**src/rtl/hamming_pkg.sv**
```systemverilog
// Shared constants and types for the Hamming(7,4) block decoder.
package hamming_pkg;

    localparam int N = 7;
    localparam int K = 4;

    // Each mask selects the codeword bits that feed one syndrome bit.
    localparam logic [N-1:0] SYN_MASK0 = 7'h55;
    localparam logic [N-1:0] SYN_MASK1 = 7'h66;
    localparam logic [N-1:0] SYN_MASK2 = 7'h78;

    // Codeword bit positions of data bits d0..d3 (output nibble is {c6,c5,c4,c2}).
    localparam int DATA_POS [K] = '{2, 4, 5, 6};

    typedef enum logic {
        IDLE   = 1'b0,
        DECODE = 1'b1
    } state_t;

endpackage

```
**src/rtl/hamming74_correct.sv**
```systemverilog
// Single-error corrector for one Hamming(7,4) codeword.
module hamming74_correct
    import hamming_pkg::*;
(
    input  logic [N-1:0] cw_i,
    output logic [K-1:0] data_o,
    output logic         corrected_o
);

    logic [2:0]   syn;
    logic [N-1:0] flip;
    logic [N-1:0] fixed;

    // Syndrome points at the erroneous position (1-based); zero means clean.
    always_comb begin
        syn   = {^(cw_i & SYN_MASK2), ^(cw_i & SYN_MASK1), ^(cw_i & SYN_MASK0)};
        flip  = '0;
        if (syn != 3'd0) flip[syn - 3'd1] = 1'b1;
        fixed = cw_i ^ flip;
        for (int i = 0; i < K; i++) data_o[i] = fixed[DATA_POS[i]];
        corrected_o = (syn != 3'd0);
    end

endmodule

```
**src/rtl/hamming_block_decoder.sv**
```systemverilog
// Block decoder: latches one block of codewords and corrects them one per clock
// through a single shared corrector, then presents payload and correction count.
module hamming_block_decoder
    import hamming_pkg::*;
#(
    parameter int n          = 7,
    parameter int k          = 4,
    parameter int symbol_num = 4
) (
    input  logic                            clk,
    input  logic                            rst,
    input  logic                            r_en,
    input  logic [n*symbol_num-1:0]         r_data_i,
    output logic                            in_ready,
    output logic                            r_eno,
    output logic [k*symbol_num-1:0]         r_data_o,
    output logic [$clog2(symbol_num+1)-1:0] err_cnt
);

    localparam int IDX_W = (symbol_num > 1) ? $clog2(symbol_num) : 1;
    localparam int ERR_W = $clog2(symbol_num + 1);

    state_t                         state_q;
    logic [symbol_num-1:0][n-1:0]   blk_q;
    logic [symbol_num-1:0][k-1:0]   acc_q, acc_d;
    logic [ERR_W-1:0]               err_acc_q, err_acc_d;
    logic [IDX_W-1:0]               idx_q;
    logic                           in_ready_q, r_eno_q;
    logic [k*symbol_num-1:0]        r_data_o_q;
    logic [ERR_W-1:0]               err_cnt_q;

    logic [N-1:0] cw;
    logic [K-1:0] nib;
    logic         corr;

    assign cw = blk_q[idx_q];

    hamming74_correct u_corr (
        .cw_i        (cw),
        .data_o      (nib),
        .corrected_o (corr)
    );

    // Merge the current codeword's result into the running accumulators.
    always_comb begin
        acc_d        = acc_q;
        acc_d[idx_q] = nib;
        err_acc_d    = err_acc_q + ERR_W'(corr);
    end

    // Control FSM; completion loads the outputs and returns to IDLE in one step,
    // so a new block can be accepted during the r_eno cycle.
    always_ff @(posedge clk or posedge rst) begin
        if (rst) begin
            state_q    <= IDLE;
            blk_q      <= '0;
            acc_q      <= '0;
            err_acc_q  <= '0;
            idx_q      <= '0;
            in_ready_q <= 1'b1;
            r_eno_q    <= 1'b0;
            r_data_o_q <= '0;
            err_cnt_q  <= '0;
        end else begin
            r_eno_q <= 1'b0;
            case (state_q)
                IDLE: begin
                    if (r_en) begin
                        blk_q      <= r_data_i;
                        idx_q      <= '0;
                        acc_q      <= '0;
                        err_acc_q  <= '0;
                        in_ready_q <= 1'b0;
                        state_q    <= DECODE;
                    end
                end
                DECODE: begin
                    acc_q     <= acc_d;
                    err_acc_q <= err_acc_d;
                    if (idx_q == IDX_W'(symbol_num - 1)) begin
                        r_data_o_q <= acc_d;
                        err_cnt_q  <= err_acc_d;
                        r_eno_q    <= 1'b1;
                        in_ready_q <= 1'b1;
                        state_q    <= IDLE;
                    end else begin
                        idx_q <= idx_q + IDX_W'(1);
                    end
                end
                default: state_q <= IDLE;
            endcase
        end
    end

    assign in_ready = in_ready_q;
    assign r_eno    = r_eno_q;
    assign r_data_o = r_data_o_q;
    assign err_cnt  = err_cnt_q;

endmodule

```
**config.mk**
```make
export PLATFORM = sky130hd
export DESIGN_NAME = hamming_block_decoder
export DESIGN_NICKNAME = d
export VERILOG_FILES = /design/src/rtl/hamming_pkg.sv /design/src/rtl/hamming74_correct.sv /design/src/rtl/hamming_block_decoder.sv
export SDC_FILE = /design/constraint.sdc
export NUM_CORES = 1
export LEC_CHECK = 0
export CORE_MARGIN = 1
export CORE_UTILIZATION = 48
export DETAILED_ROUTE_END_ITERATION = 8
export GPL_ROUTABILITY_DRIVEN = 0
export PLACE_DENSITY = 0.76
export SYNTH_ARGS = -nofsm -noshare
export SYNTH_HDL_FRONTEND = slang
export SYNTH_SLANG_ARGS = --single-unit
```
**constraint.sdc**
```tcl
create_clock -name clk -period 3.1 [get_ports clk]
set_input_delay 0.93 -clock clk [delete_from_list [all_inputs] [get_ports clk]]
set_output_delay 0.93 -clock clk [all_outputs]
set_load 0.005 [all_outputs]
```
==> impl_metrics.tcl <==
set metrics [dict create \
    num_antenna_cells 0 \
    synthDistinctLibCells 38 \
    setup_viol 0 \
    syn_avg_cell_area_um2 10.2 \
    ctsRootBufferMaster "clkbuf_8" \
    grt_pass1_wl_um 11200 \
    skew_ns 0.0125 \
    synth-compound-area-share_pct 10.4 \
    r2r_end "r_data_o[8]$_DFFE_PP0P_" \
    clock_latency_ns 0.35 \
    grt_pass1_vias 2460 \
    drv_slew 0 \
    firstDrtPassIters 6 \
    routed_via_density 5.27 \
    mostFrequentLayoutCells "nand2_1 (109), dfrtp_1 (66), clkdlybuf4s50_1 (51), o21ai_1 (14), buf_4 (13)" \
    fin_crit_sh_pct 95.9 \
    timing.rr.start "idx_q[0]$_DFFE_PP0P_" \
    drt-total-wl_um 6430 \
    antenna_found_initial 0 \
    fin_nets 416 \
    initial_utilization_pct 50.3 \
    cts_tree "built" \
    synth_fa_ha_area_share_pct 3.08 \
    fp.dieH_um 84.3 \
    yosysSeqAreaShare_pct 51.7 \
    postCtsHoldBufs 0 \
    rr_worst_depth 11 \
    layout-drive-gt1-share_pct 14.9 \
    core_area_um2 6460 \
    start_kind "flop" \
    dp_hpwl_um 4470 \
    min_path_type "reg2reg" \
    num_rows 29 \
    die_w_um 84.3 \
    netlist_area_um2 3250 \
    cp.required_ns 3.32 \
    syn-num-nets 357 \
    area_delta_synth_final_pct 29.8 \
    min_from "blk_q[3]$_DFFE_PP0P_" \
    maxCapViolations 0 \
    r2r_slack_ns 0.13 \
    min_path_cells 2 \
    hold-worst-slack_ns 0.468 \
    status "finished with violations" \
    numCtsBuffers 9 \
    io_pins 52 \
    worstPathArrival_ns 3.20 \
    grt_use_total_pct 20.3 \
    synth-xor-area-share_pct 5.51 \
    wl_per_cell_um 14.0 \
    violations "design-rule violations" \
    maxSlewHeadroom_pct 57.5 \
    grt_max_degree 68 \
    vias 2421 \
    yosysWarningCount 0 \
    worstMarginPinSlew_ns 0.638 \
    clk_pin_slew_worst_paths_ns 0.07 \
    grt.overflow.total 0 \
    drtAntennaViolNets 0 \
    crit_fanout 7 \
    cts_sinks 67 \
    htree_levels 3 \
    n_fill_cell 520 \
    layout_commonest_cell "nand2_1" \
    clk_path_buf_depth 2 \
    synth-simple-area-share_pct 16.9 \
    final_util_pct 65.3 \
    post-cts-setup-buffer-count 0 \
    die_area_um2 7100 \
    io_buffers 51 \
    rsz0062_at_grt "true" \
    hold_end "blk_q[3]$_DFFE_PP0P_" \
    ys_ff_latch 67 \
    path_class "reg2reg" \
    synth_top_family_by_area "simple AND/OR/NAND/NOR gates" \
    end_kind "flop" \
    hold_viol 0 \
    drc 10 \
    first_iter_violations 150 \
    syn-instance-count 318 \
    muxShareOfSynthArea_pct 8.94 \
    fin_crit_ns 2.97 \
    max_freq_mhz 336 \
]
[cells in the mapped netlist]
library cell	count	area, µm²
o41a_1	2	22.5
a21oi_1	9	45.0
o21ai_2	1	8.76
inv_1	6	22.5
inv_2	1	3.75
a21o_1	11	82.6
ha_1	8	100
mux4_2	4	90.1
buf_1	1	3.75
and2_1	1	6.26
mux2i_1	2	20.0
o21ai_1	14	70.1
xnor2_1	6	52.6
clkbuf_8	1	13.8
nor3_1	1	5.00
and3_1	3	18.8
mux2_2	3	33.8
xnor2_2	1	16.3
nand2_1	110	413
a22o_1	2	17.5
mux4_1	3	78.8
dfrtp_1	66	1650
buf_6	1	11.3
a31oi_1	5	31.3
dfstp_2	1	26.3
mux2i_4	3	67.6
nor2_1	9	33.8
xor3_2	2	50.1
xor2_1	1	8.76
buf_2	3	15.0
clkbuf_1	12	45.0
or3_1	4	25.0
o21ai_0	12	60.1
nor2b_1	4	25.0
nand2b_1	1	6.26
xnor2_4	1	27.5
nor3b_1	2	15.0
xor3_1	1	23.8
[kinds of logic after synthesis]
kind of cell,count (synthesis)
AO/OA/AOI/OAI,56
XOR/XNOR,12
adder cells (fa/ha/maj),8
buffers and inverters,25
flip-flops,67
multiplexers,15
AND/OR/NAND/NOR,135
[how the worst max path moves through the flow]
| stage | start | end | slack [ns] |
|---|---|---|---|
| 2_1_floorplan | idx_q[0]$_DFFE_PP0P_ | r_data_o[9]$_DFFE_PP0P_ | -0.001 |
| 3_3_place_gp | idx_q[0]$_DFFE_PP0P_ | r_data_o[9]$_DFFE_PP0P_ | 0.11 |
| 3_5_place_dp | idx_q[0]$_DFFE_PP0P_ | r_data_o[2]$_DFFE_PP0P_ | 0.0008 |
| 4_1_cts | idx_q[0]$_DFFE_PP0P_ | r_data_o[1]$_DFFE_PP0P_ | 0.02 |
| 5_1_grt | idx_q[0]$_DFFE_PP0P_ | r_data_o[8]$_DFFE_PP0P_ | 0.0009 |
| 6_report | idx_q[0]$_DFFE_PP0P_ | r_data_o[8]$_DFFE_PP0P_ | 0.13 |
[repair_timing]
item | CTS | global route
pin swaps | 0 | 2
endpoints found under the setup margin | 4 | 20
resized for setup | 1 | 6
[layout make-up]
| type | count | area (µm²) | area share, % |
|---|---|---|---|
| tap | 77 | 96.3 | 2.29 |
| timing repair buffer | 66 | 648 | 15.4 |
| inverter | 7 | 26.3 | 0.623 |
| clock buffer | 12 | 165 | 3.92 |
| clock inverter | 4 | 95.1 | 2.26 |
| sequential | 67 | 1680 | 39.8 |
| multi-input combinational | 226 | 1510 | 35.7 |
[metal layers]
layer / global-route usage, % / vias to the layer above / part of all wire [%]
met5: 0 / - / 0
met4: 10.7 / 0 / 2.3
met3: 3.83 / 14 / 4.7
met2: 34.1 / 75 / 49
met1: 25.2 / 1152 / 44
li1: - / 1180 / -
[flip-flops by register name, indices dropped and copies added, names as in the netlist, 2 cells and up]
register and flops:
acc_q 12, r_data_o 16, idx_q 2, blk_q 28
err_cnt 3, err_acc_q 3
[worst max-delay path, stage by stage (launching register included)]
cell,delay (ns)
dfrtp_1,0.40
buf_12,0.14
mux4_2,0.54
buf_4,0.19
xnor2_1,0.17
xnor2_1,0.16
ha_2,0.22
ha_4,0.21
nand2_1,0.11
mux2i_4,0.30
a21oi_1,0.13
mux2_2,0.28
[metrics by stage]
stage / area, µm² / setup TNS, ns / setup WS [ns] / instances
after floorplan: 3260 / -0.000965 / -0.000965 / 318
after global placement: 3910 / 0 / 0.111 / 443
after detailed placement: 3910 / 0 / 0.000812 / 443
after CTS: 4180 / 0 / 0.0210 / 459
after global routing: 4220 / 0 / 0.000936 / 459
final: 4220 / 0 / 0.128 / 459
Power is left out: the tool's default activity adds up to more than one toggle a clock period on the data nets, which glitch-free logic cannot reach.
